File: config.mk
export PLATFORM = sky130hd
export DESIGN_NAME = collision_detect
export DESIGN_NICKNAME = d
export VERILOG_FILES = /design/src/rtl/pong_pkg.sv /design/src/rtl/paddle_hit.sv /design/src/rtl/collision_detect.sv
export SDC_FILE = /design/constraint.sdc
export NUM_CORES = 1
export LEC_CHECK = 0
export CORE_MARGIN = 3
export CORE_UTILIZATION = 50
export DETAILED_ROUTE_END_ITERATION = 12
export GPL_ROUTABILITY_DRIVEN = 0
export PLACE_DENSITY = 0.85
export SYNTH_ARGS = -nofsm -noshare
export SYNTH_HDL_FRONTEND = slang
export SYNTH_SLANG_ARGS = --single-unit
export TNS_END_PERCENT = 100
File: constraint.sdc
create_clock -name clk -period 4.1 [get_ports clk]
set_clock_uncertainty 0.15 [all_clocks]
set_input_delay 0.82 -clock clk [delete_from_list [all_inputs] [get_ports clk]]
set_output_delay 0.82 -clock clk [all_outputs]
set_load 0.01 [all_outputs]
File: src/rtl/pong_pkg.sv
// Shared playfield geometry and game-state encoding for the pong datapath.
// Sums are widened by one bit so edge arithmetic never wraps.
package pong_pkg;

    localparam int SCREEN_W  = 640;
    localparam int SCREEN_H  = 480;
    localparam int BALL_SIZE = 8;
    localparam int PADDLE_W  = 8;
    localparam int PADDLE_H  = 64;
    localparam int PADDLE_XL = 16;
    localparam int PADDLE_XR = 616;
    localparam int POS_W     = 10;

    typedef logic [POS_W-1:0] pos_t;
    typedef logic [POS_W:0]   pos_ext_t;

    typedef enum logic [1:0] {
        SERVE     = 2'd0,
        PLAY      = 2'd1,
        GAME_OVER = 2'd2
    } game_state_t;

    function automatic pos_ext_t ext(input pos_t v);
        return {1'b0, v};
    endfunction

endpackage

File: src/rtl/paddle_hit.sv
// Combinational overlap test between the ball and one paddle, qualified by
// the ball moving toward that paddle so a reversed ball cannot re-hit.
module paddle_hit
    import pong_pkg::*;
#(
    parameter bit RIGHT = 1'b0
) (
    input  logic [POS_W-1:0] bx,
    input  logic [POS_W-1:0] by,
    input  logic             bx_dir,
    input  logic [POS_W-1:0] py,
    output logic             hit
);

    localparam pos_ext_t PX    = pos_ext_t'(RIGHT ? PADDLE_XR : PADDLE_XL);
    localparam pos_ext_t PX_HI = pos_ext_t'((RIGHT ? PADDLE_XR : PADDLE_XL) + PADDLE_W);
    localparam pos_ext_t BALL  = pos_ext_t'(BALL_SIZE);
    localparam pos_ext_t PAD_H = pos_ext_t'(PADDLE_H);

    logic toward;
    logic x_overlap;
    logic y_overlap;

    always_comb begin
        toward    = (bx_dir == RIGHT);
        x_overlap = (ext(bx) <= PX_HI) && ((ext(bx) + BALL) > PX);
        y_overlap = ((ext(by) + BALL) > ext(py)) && (ext(by) < (ext(py) + PAD_H));
        hit       = toward && x_overlap && y_overlap;
    end

endmodule

File: src/rtl/collision_detect.sv
// Per-tick wall/paddle/goal detection feeding ball_movement, plus scoring
// and the SERVE -> PLAY -> GAME_OVER sequencing.
module collision_detect
    import pong_pkg::*;
#(
    parameter int SERVE_TICKS = 60,
    parameter int WIN_SCORE   = 7
) (
    input  logic             clk,
    input  logic             reset,
    input  logic             counter,
    input  logic [POS_W-1:0] bx,
    input  logic [POS_W-1:0] by,
    input  logic             bx_dir,
    input  logic             by_dir,
    input  logic [POS_W-1:0] lp_y,
    input  logic [POS_W-1:0] rp_y,
    output logic             paddle_collision,
    output logic             wall_collision,
    output logic             serve,
    output logic [3:0]       score_l,
    output logic [3:0]       score_r,
    output logic             game_over
);

    localparam int       TICK_W    = $clog2(SERVE_TICKS);
    localparam pos_ext_t WALL_LOW  = pos_ext_t'(SCREEN_H - BALL_SIZE);
    localparam pos_ext_t GOAL_R    = pos_ext_t'(SCREEN_W - BALL_SIZE);
    localparam logic [3:0] WIN     = 4'(WIN_SCORE);
    localparam logic [TICK_W-1:0] LAST_TICK = TICK_W'(SERVE_TICKS - 1);

    game_state_t       state_reg, state_next;
    logic [TICK_W-1:0] tick_reg, tick_next;
    logic [3:0]        score_l_reg, score_l_next;
    logic [3:0]        score_r_reg, score_r_next;
    logic              paddle_reg, paddle_next;
    logic              wall_reg, wall_next;

    logic hit_l, hit_r, wall_hit, point_l, point_r;

    paddle_hit #(.RIGHT(1'b0)) u_hit_l (
        .bx(bx), .by(by), .bx_dir(bx_dir), .py(lp_y), .hit(hit_l)
    );

    paddle_hit #(.RIGHT(1'b1)) u_hit_r (
        .bx(bx), .by(by), .bx_dir(bx_dir), .py(rp_y), .hit(hit_r)
    );

    // A miss on the left goal scores for the right player and vice versa;
    // a paddle hit on the same side always wins over the miss.
    always_comb begin
        wall_hit = (!by_dir && (by == '0)) || (by_dir && (ext(by) >= WALL_LOW));
        point_r  = !bx_dir && (bx == '0) && !hit_l;
        point_l  = bx_dir && (ext(bx) >= GOAL_R) && !hit_r;
    end

    always_comb begin
        state_next   = state_reg;
        tick_next    = tick_reg;
        score_l_next = score_l_reg;
        score_r_next = score_r_reg;
        paddle_next  = 1'b0;
        wall_next    = 1'b0;

        case (state_reg)
            SERVE: begin
                if (counter) begin
                    if (tick_reg == LAST_TICK) begin
                        state_next = PLAY;
                        tick_next  = '0;
                    end else begin
                        tick_next = tick_reg + 1'b1;
                    end
                end
            end
            PLAY: begin
                if (counter) begin
                    paddle_next = hit_l || hit_r;
                    tick_next   = '0;
                    if (point_r) begin
                        score_r_next = score_r_reg + 4'd1;
                        state_next   = (score_r_next == WIN) ? GAME_OVER : SERVE;
                    end else if (point_l) begin
                        score_l_next = score_l_reg + 4'd1;
                        state_next   = (score_l_next == WIN) ? GAME_OVER : SERVE;
                    end else begin
                        wall_next = wall_hit;
                    end
                end
            end
            GAME_OVER: ;
            default: state_next = SERVE;
        endcase
    end

    always_ff @(posedge clk) begin
        if (reset) begin
            state_reg   <= SERVE;
            tick_reg    <= '0;
            score_l_reg <= '0;
            score_r_reg <= '0;
            paddle_reg  <= 1'b0;
            wall_reg    <= 1'b0;
        end else begin
            state_reg   <= state_next;
            tick_reg    <= tick_next;
            score_l_reg <= score_l_next;
            score_r_reg <= score_r_next;
            paddle_reg  <= paddle_next;
            wall_reg    <= wall_next;
        end
    end

    assign paddle_collision = paddle_reg;
    assign wall_collision   = wall_reg;
    assign score_l          = score_l_reg;
    assign score_r          = score_r_reg;
    assign serve            = (state_reg != PLAY);
    assign game_over        = (state_reg == GAME_OVER);

endmodule
; ---- Word-level counts from Yosys, hierarchy flattened
; Index checks and enable logic that the tools add are counted.
[classes]
addsub = 7
n_lt_le_gt_ge = 10
eq_ne = 10
muxes = 12
bitwise_logic = 5
n_reduce_logical = 30
[ops]
columns = op, count
row1 = $add 10x4->11 const B, 2
row2 = $add 10x7->11 const B, 2
row3 = $gt 11x10->1, 2
row4 = $lt 10x11->1, 2
row5 = $logic_not 10->1, 2
row6 = $mux 6, 3
row7 = $logic_and 1x1->1, 14
row8 = $mux 2, 7
row9 = $pmux 6 s2, 1
row10 = $gt 11x10->1 const B, 1
row11 = $gt 11x5->1 const B, 1
row12 = $ge 10x10->1 const B, 1
row13 = $ge 10x9->1 const B, 1
row14 = $le 10x10->1 const B, 1
row15 = $le 10x5->1 const B, 1
row16 = $add 4x1->4 const B, 2
row17 = $eq 4x3->1 const B, 2
row18 = $add 6x1->6 const B, 1
row19 = $eq 6x6->1 const B, 1
row20 = $ne 2x2->1 const B, 3
row21 = $pmux 2 s3, 1
row22 = $reduce_and 3->1, 2
row23 = $not 1->1, 5
row24 = $reduce_and 5->1, 1
row25 = 11 further kinds, 15
[totals]
reg_bits = 18
inputBits = 45
output_inout_bits = 12

; ---- Longest topological paths before layout
; Gate-level depths: netlist of run 1.
[logic_depth]
word_depth = 11
depth_mapped = 11
mapped_depth_nobuf = 11

; ---- Modules after synthesis
; A second synthesis of run 1 with hierarchy kept.
[hier_totals]
cells_unflattened = 273
hier_area_um2 = 2289.7
[modules_own_cells]
columns = mod, n_inst, cells_per_inst, area_per_inst_um2
row1 = collision_detect, 1, 112, 1034.7
row2 = paddle_hit at u_hit_l, 1, 84, 665.6
row3 = paddle_hit at u_hit_r, 1, 77, 589.3

; ---- Least setup slack after synthesis of run 1
; OpenSTA, ideal clock, no wires.
[synth_timing]
path_type = input port to flip-flop
from = input by[3]
to = register score_l_reg[3], in the netlist score_l[3]
setup_ns = 0.070
t_arrival_ns = 2.934
required_ns = 3.880
path_slack_ns = 0.945
stages = 9
n_path_buf = 0
cell_sequence = ha_1 -> ha_1 -> a21o_1 -> a21o_1 -> a211oi_2 -> o211a_1 -> o2111ai_4 -> or4_1 -> a21oi_1
[synth_between]
elab_chain_len = 8
word_cells_on_any_way = 15
classes_between = add/sub: 1 / order compare: 4 / bitwise: 1 / reduce/logical: 9
[synth_lines]
columns = item, line_no
row1 = start: declaration, collision_detect.sv:13  ; input logic [POS_W-1:0] by,
row2 = $add 10x4->11, paddle_hit.sv:27  ; y_overlap = ((ext(by) + BALL) > ext(py)) && (ext(by) < (ext(py) + PAD_H));
row3 = $gt 11x10->1, paddle_hit.sv:27
row4 = $logic_and 1x1->1, paddle_hit.sv:27
row5 = $logic_and 1x1->1, paddle_hit.sv:28  ; hit = toward && x_overlap && y_overlap;
row6 = $logic_not 1->1, collision_detect.sv:53  ; point_r = !bx_dir && (bx == '0) && !hit_l;
row7 = $logic_and 1x1->1, collision_detect.sv:53
row8 = $not 1->1 (no line), -
row9 = $reduce_and 4->1 (no line) (*), -
row10 = end signal: assignment, collision_detect.sv:107  ; score_l_reg <= score_l_next;
row11 = end: declaration, collision_detect.sv:34  ; logic [3:0] score_l_reg, score_l_next;
; Mark *: on every way between the ends. The rest lies on a longest branch, timed or not.
; A chain may end at the register's enable or synchronous reset.

; ---- Worst setup path in the final report of run 1
[layout_timing]
from = input by[4]
to = register score_l_reg[3], in the netlist score_l[3]
; The elaborated chain is that of the path after synthesis.

==> results.toml, run 1 <==
[synthesis]
synth-edff-count = 0
yosys_warnings = 0
synth-compound-area-share_pct = 22.1
synth_top_family_by_area = "simple AND/OR/NAND/NOR gates"
yosysUniqueCellTypes = 53
syn_area_um2 = 2290
synth_seq_area_share_pct = 15.7
syn_inst = 289
synth_xor_area_share_pct = 6.49
synth_nets = 378
async_flop_share_pct = 0
postSynthRegisterBits = 18
avgSynthCellArea_um2 = 7.94
synthMuxAreaShare_pct = 0.872
synthAdderAreaFrac_pct = 24.0
yosys.area_share.simple_pct = 24.5
ys.flop_type = "dfxtp_1"

[drt]
drt_iter0_markers = 131
vias = 2295
top_layer = "met4"
wl_met2_um = 2630
via_per_inst = 5.74
drc = 0
wl_per_cell_um = 14.0
drt-met1-wl_um = 2650
drt_wl_total_um = 5620
final_antenna_net_count = 0
dr.pass1.iters = 4
wl_met3_um = 326

[floorplanning]
die_w_um = 73.7
die_area_um2 = 5440
die_y_um = 73.7
rows = 24
initial_core_util_pct = 52.3
core_um2 = 4380
num_io_pins = 57

[placed_design]
dp_hpwl_um = 4820
placed_area_um2 = 2930
io_buffers = 56
placed_cells = 396
post-place-ws_ps = 221

[global_routing]
grtUsageTotal_pct = 21.7
grt_max_degree = 12
grt_pass1_wl_um = 9600
antenna_found_initial = 0
grt_remaining_overflow = 0
grt_pass1_vias = 2220

[clock_network]
clk_path_buf_depth = 2
cts_sinks = 18
clk_latency_ps = 250
cts.reportedPaths.clkPinSlew_ps = 70
cts_htree_levels = 1
cts_root_buf = "clkbuf_8"
numCtsBuffers = 3
cts_resized = 0
cts_hold_buf = 0
cts_tree = "yes"
post_cts_buffers = 0

[worst_setup_path]
crit_type = "in2reg"
cp_max_fo = 9
arrival_ps = 3660
crit_path_end_kind = "flip-flop"
startpoint_type = "input port"
cp.required_ps = 4130

[cells_and_area]
drive_gt1_share_pct = 5.46
final_cell_count_no_fill = 400
final_common_cell = "clkdlybuf4s50_1"
synthToLayoutAreaGrowth_pct = 29.9
diodes = 0
fillers = 371
largest_reg_flops = 6
post-route-cell-area_um2 = 2980
layout_common_cells = "56 x clkdlybuf4s50_1, 44 x ha_1, 30 x inv_1"
fin_nets = 438

[sta]
max_freq_mhz = 276
relSlewSlack_pct = 69.0
setup_viol = 0
setup_ws_ps = 473
finalCritPeriodShare_pct = 88.5
finalHoldViolCount = 0
whs_ps = 326
fin_crit_ps = 3630
worst_pin_slew_ps = 465
drv_slew = 0
fin_tns_setup_ps = 0
rsz0062_at_grt = "no"

[job]
maxCapViolCount = 0

[hold_path]
hold_class = "reg2reg"

[power_and_ir_drop]
vdd_ir_drop_max_mv = 0.108
p_leak_uw = 0.00129
p_per_area_nw_per_um2 = 177

[run_status]
status = "finished, final reports clean"
-- per-layer routing --
layer | track usage [%] | vias to the layer above
met3 | 3.28 | 2
met5 | 0 | -
met4 | 1.21 | 0
met1 | 30.4 | 1051
li1 | - | 1174
met2 | 36.7 | 68
-- cell usage after synthesis, types with 2 or more instances --
library cell  number  area, um^2
o31ai_1            3        22.5
o2111ai_1          2        17.5
dfxtp_1           18         360
a211oi_1           4        30.0
nor3_1            10        50.1
nor2_1            25        93.8
nand2b_1           4        25.0
o21ai_0            8        40.0
nand4b_1           2        17.5
a211oi_2           2        25.0
nor4_1             2        12.5
a21oi_1           21         105
mux2i_1            2        20.0
clkbuf_1           3        11.3
xnor2_1           13         114
xor2_1             4        35.0
inv_1             30         113
ha_1              44         551
nand3_1           17        85.1
o21a_1             4        30.0
nand3b_1           5        37.5
nor2b_1            6        37.5
or3_1              2        12.5
a211o_1            2        17.5
and3_1             3        18.8
nand2_1           11        41.3
nand4_1            8        50.1
a21o_1             9        67.6
-- power by group --
group / switching (uW) / internal (uW)
combinational: 100 / 102
clock: 60.7 / 85.4
sequential: 1.97 / 177
total: 163 / 365
-- path summary, 6_finish.rpt --
check                     from          end  slack (ps)  cells after the start
hold reg to reg    tick_reg[1]  tick_reg[1]         330                      2
setup reg to reg  state_reg[1]   score_l[3]        2090                      4
setup / recovery         by[4]   score_l[3]         470                     12
hold / removal     tick_reg[1]  tick_reg[1]         330                      2
-- critical path: stages --
cell             delay (ps)
clkdlybuf4s50_1         570
and3_1                  250
nand3_1                 120
xnor2_1                 160
ha_1                    310
nand3_1                 100
nor3_1                  220
a211oi_1                100
nand4_1                 160
o2111ai_4               190
or4_1                   520
a21oi_1                 150
-- stage by stage --
step	utilization [%]	total power (uW)
final	68.0	527
after global placement	66.7	377
after global routing	68.0	563
after floorplan	-	298
after CTS	68.0	528
after detailed placement	66.7	383
-- cells by family (layout without fill, tap and decap cells) --
| kind of cell | count (synthesis) | count (layout) |
|---|---|---|
| AOI/OAI and AO/OA | 68 | 68 |
| xor gates and xnor gates | 17 | 17 |
| adders and majority gates | 44 | 44 |
| buffers and inverters | 36 | 95 |
| DFF | 18 | 18 |
| muxes | 2 | 2 |
| and+or+nand+nor | 104 | 104 |
-- layout make-up --
cell class                      count  area (um^2)  share of cell area (%)
Sequential cell                    18          360                    12.1
Clock buffer                        4         55.1                    1.85
Tap cell                           52         65.1                    2.18
Timing Repair Buffer               61          598                    20.1
Inverter                           30          113                    3.78
Multi-Input combinational cell    235         1790                    60.0
Power figures use the tool's default switching activity.
==> run 2: changes to the inputs <==
--- a/config.mk
+++ b/config.mk
@@ -5,11 +5,10 @@
 export SDC_FILE = /design/constraint.sdc
 export NUM_CORES = 1
 export LEC_CHECK = 0
-export CORE_MARGIN = 3
-export CORE_UTILIZATION = 50
+export CORE_UTILIZATION = 30
 export DETAILED_ROUTE_END_ITERATION = 12
 export GPL_ROUTABILITY_DRIVEN = 0
-export PLACE_DENSITY = 0.85
+export PLACE_DENSITY = 0.57
 export SYNTH_ARGS = -nofsm -noshare
 export SYNTH_HDL_FRONTEND = slang
 export SYNTH_SLANG_ARGS = --single-unit
==> run 2 against run 1 <==
Sequential power about the same. Fmax down 3.5%. Combinational power about the same. Core utilization down 27 points. Die area up 47%. Cell count up 12%. Final area up 2.0%. Global-route usage down 6.4 points. Non-clock buffer count up 2. Clock power down 14%. Critical path type unchanged. Critical endpoint unchanged. Largest cell class unchanged.
==> results.toml, run 2 (synthesized netlist as in run 1, its figures left out) <==
[drt]
wl_met2_um = 2620
dr.pass1.iters = 4
drt-met1-wl_um = 2970
wl_per_cell_um = 13.1
drt_wl_total_um = 5890
drc = 0
final_antenna_net_count = 0
top_layer = "met3"
wl_met3_um = 295
drt_iter0_markers = 95
via_per_inst = 5.02
vias = 2247

[cells_and_area]
synthToLayoutAreaGrowth_pct = 32.5
layout_common_cells = "56 x clkdlybuf4s50_1, 44 x ha_1, 30 x inv_1"
fillers = 751
post-route-cell-area_um2 = 3040
largest_reg_flops = 6
diodes = 0
drive_gt1_share_pct = 5.73
final_common_cell = "clkdlybuf4s50_1"
fin_nets = 440
post-route-util_pct = 41.5

[clock_network]
clk_latency_ps = 250
cts_hold_buf = 0
cts_resized = 0
clk_path_buf_depth = 2
cts_sinks = 18
numCtsBuffers = 3
cts_htree_levels = 1
cts.reportedPaths.clkPinSlew_ps = 70
cts_tree = "yes"
cts_root_buf = "clkbuf_8"
post_cts_buffers = 0

[sta]
drv_slew = 0
fin_tns_setup_ps = 0
finalHoldViolCount = 0
rsz0062_at_grt = "no"
relSlewSlack_pct = 66.0
max_freq_mhz = 266
finalCritPeriodShare_pct = 91.7
worst_pin_slew_ps = 508
setup_viol = 0
fin_crit_ps = 3760

[floorplanning]
die_y_um = 89.5
die_w_um = 89.5
num_io_pins = 57
initial_core_util_pct = 31.3
rows = 31
core_um2 = 7330
die_area_um2 = 8000

[placed_design]
io_buffers = 56
placed_area_um2 = 3000
dp_hpwl_um = 5040

[global_routing]
grt_max_degree = 12
grt_pass1_wl_um = 9680
grtUsageTotal_pct = 15.3
antenna_found_initial = 0
grt_pass1_vias = 2128
grt_remaining_overflow = 0

[worst_setup_path]
crit_path_end_kind = "flip-flop"
startpoint_type = "input port"
r2r_end = "score_l[3]"
ff2ff_path_depth = 4
crit_type = "in2reg"
arrival_ps = 3790
r2r_slack_ps = 2060
cp.required_ps = 4130
r2r_start = "state_reg[1]"
cp_max_fo = 9

[hold_path]
holdPathEnd = "tick_reg[1]"
worstHoldPathCells = 2
hold_class = "reg2reg"
hold_start = "tick_reg[1]"

[run_status]
status = "finished, final reports clean"

[power_and_ir_drop]
p_per_area_nw_per_um2 = 167
vdd_ir_drop_max_mv = 0.0926
p_leak_uw = 0.00129

[job]
maxCapViolCount = 0
[run 2: worst max-delay path: stages]
cell and delay (ps):
clkdlybuf4s50_1 590, ha_1 270, nand3_1 120, xnor2_1 190, ha_1 320, nand3_1 110
nor3_1 270, a211oi_1 110, nand4_1 160, o2111ai_4 180, or4_1 510, a21oi_1 140
[run 2: worst max-delay path by stage]
stage           from    endpoint  slack [ps]
2_1_floorplan  by[3]  score_l[3]         950
4_1_cts        by[4]  score_l[3]         300
3_5_place_dp   by[4]  score_l[3]          40
6_report       by[4]  score_l[3]         340
3_3_place_gp   by[4]  score_l[3]         150
5_1_grt        by[4]  score_l[3]          80
[run 2: per-layer routing]
layer	global-route usage [%]	up-vias
met3	2.03	0
met2	25.0	55
met4	0.866	0
li1	-	1175
met5	0	-
met1	22.2	1017
[run 2: cell type report]
type	count	area [um^2]	share of cell area, %
multi-input combinational	235	1790	58.8
sequential	18	360	11.9
clock buffer	3	41.3	1.36
timing repair buffer	63	613	20.2
tap	99	124	4.07
inverter	30	113	3.70
[run 2: power by group]
| group | switching, uW | total, uW | internal (uW) | leakage (uW) |
|---|---|---|---|---|
| Sequential | 1.74 | 179 | 177 | 0.000145 |
| Combinational | 100 | 203 | 103 | 0.00113 |
| Clock | 60.3 | 126 | 65.4 | 0.0000216 |
| Total | 162 | 508 | 346 | 0.00129 |
[run 2: through the flow]
| stage | power, uW | setup WS (ps) | cells | hold slack (ps) |
|---|---|---|---|---|
| final | 508 | 340 | 448 | 328 |
| after global routing | 546 | 81.8 | 448 | 384 |
| after CTS | 513 | 303 | 448 | 332 |
| after detailed placement | 386 | 44.3 | 445 | 322 |
| after global placement | 384 | 146 | 445 | 311 |
| after floorplan | 298 | 945 | 289 | 299 |
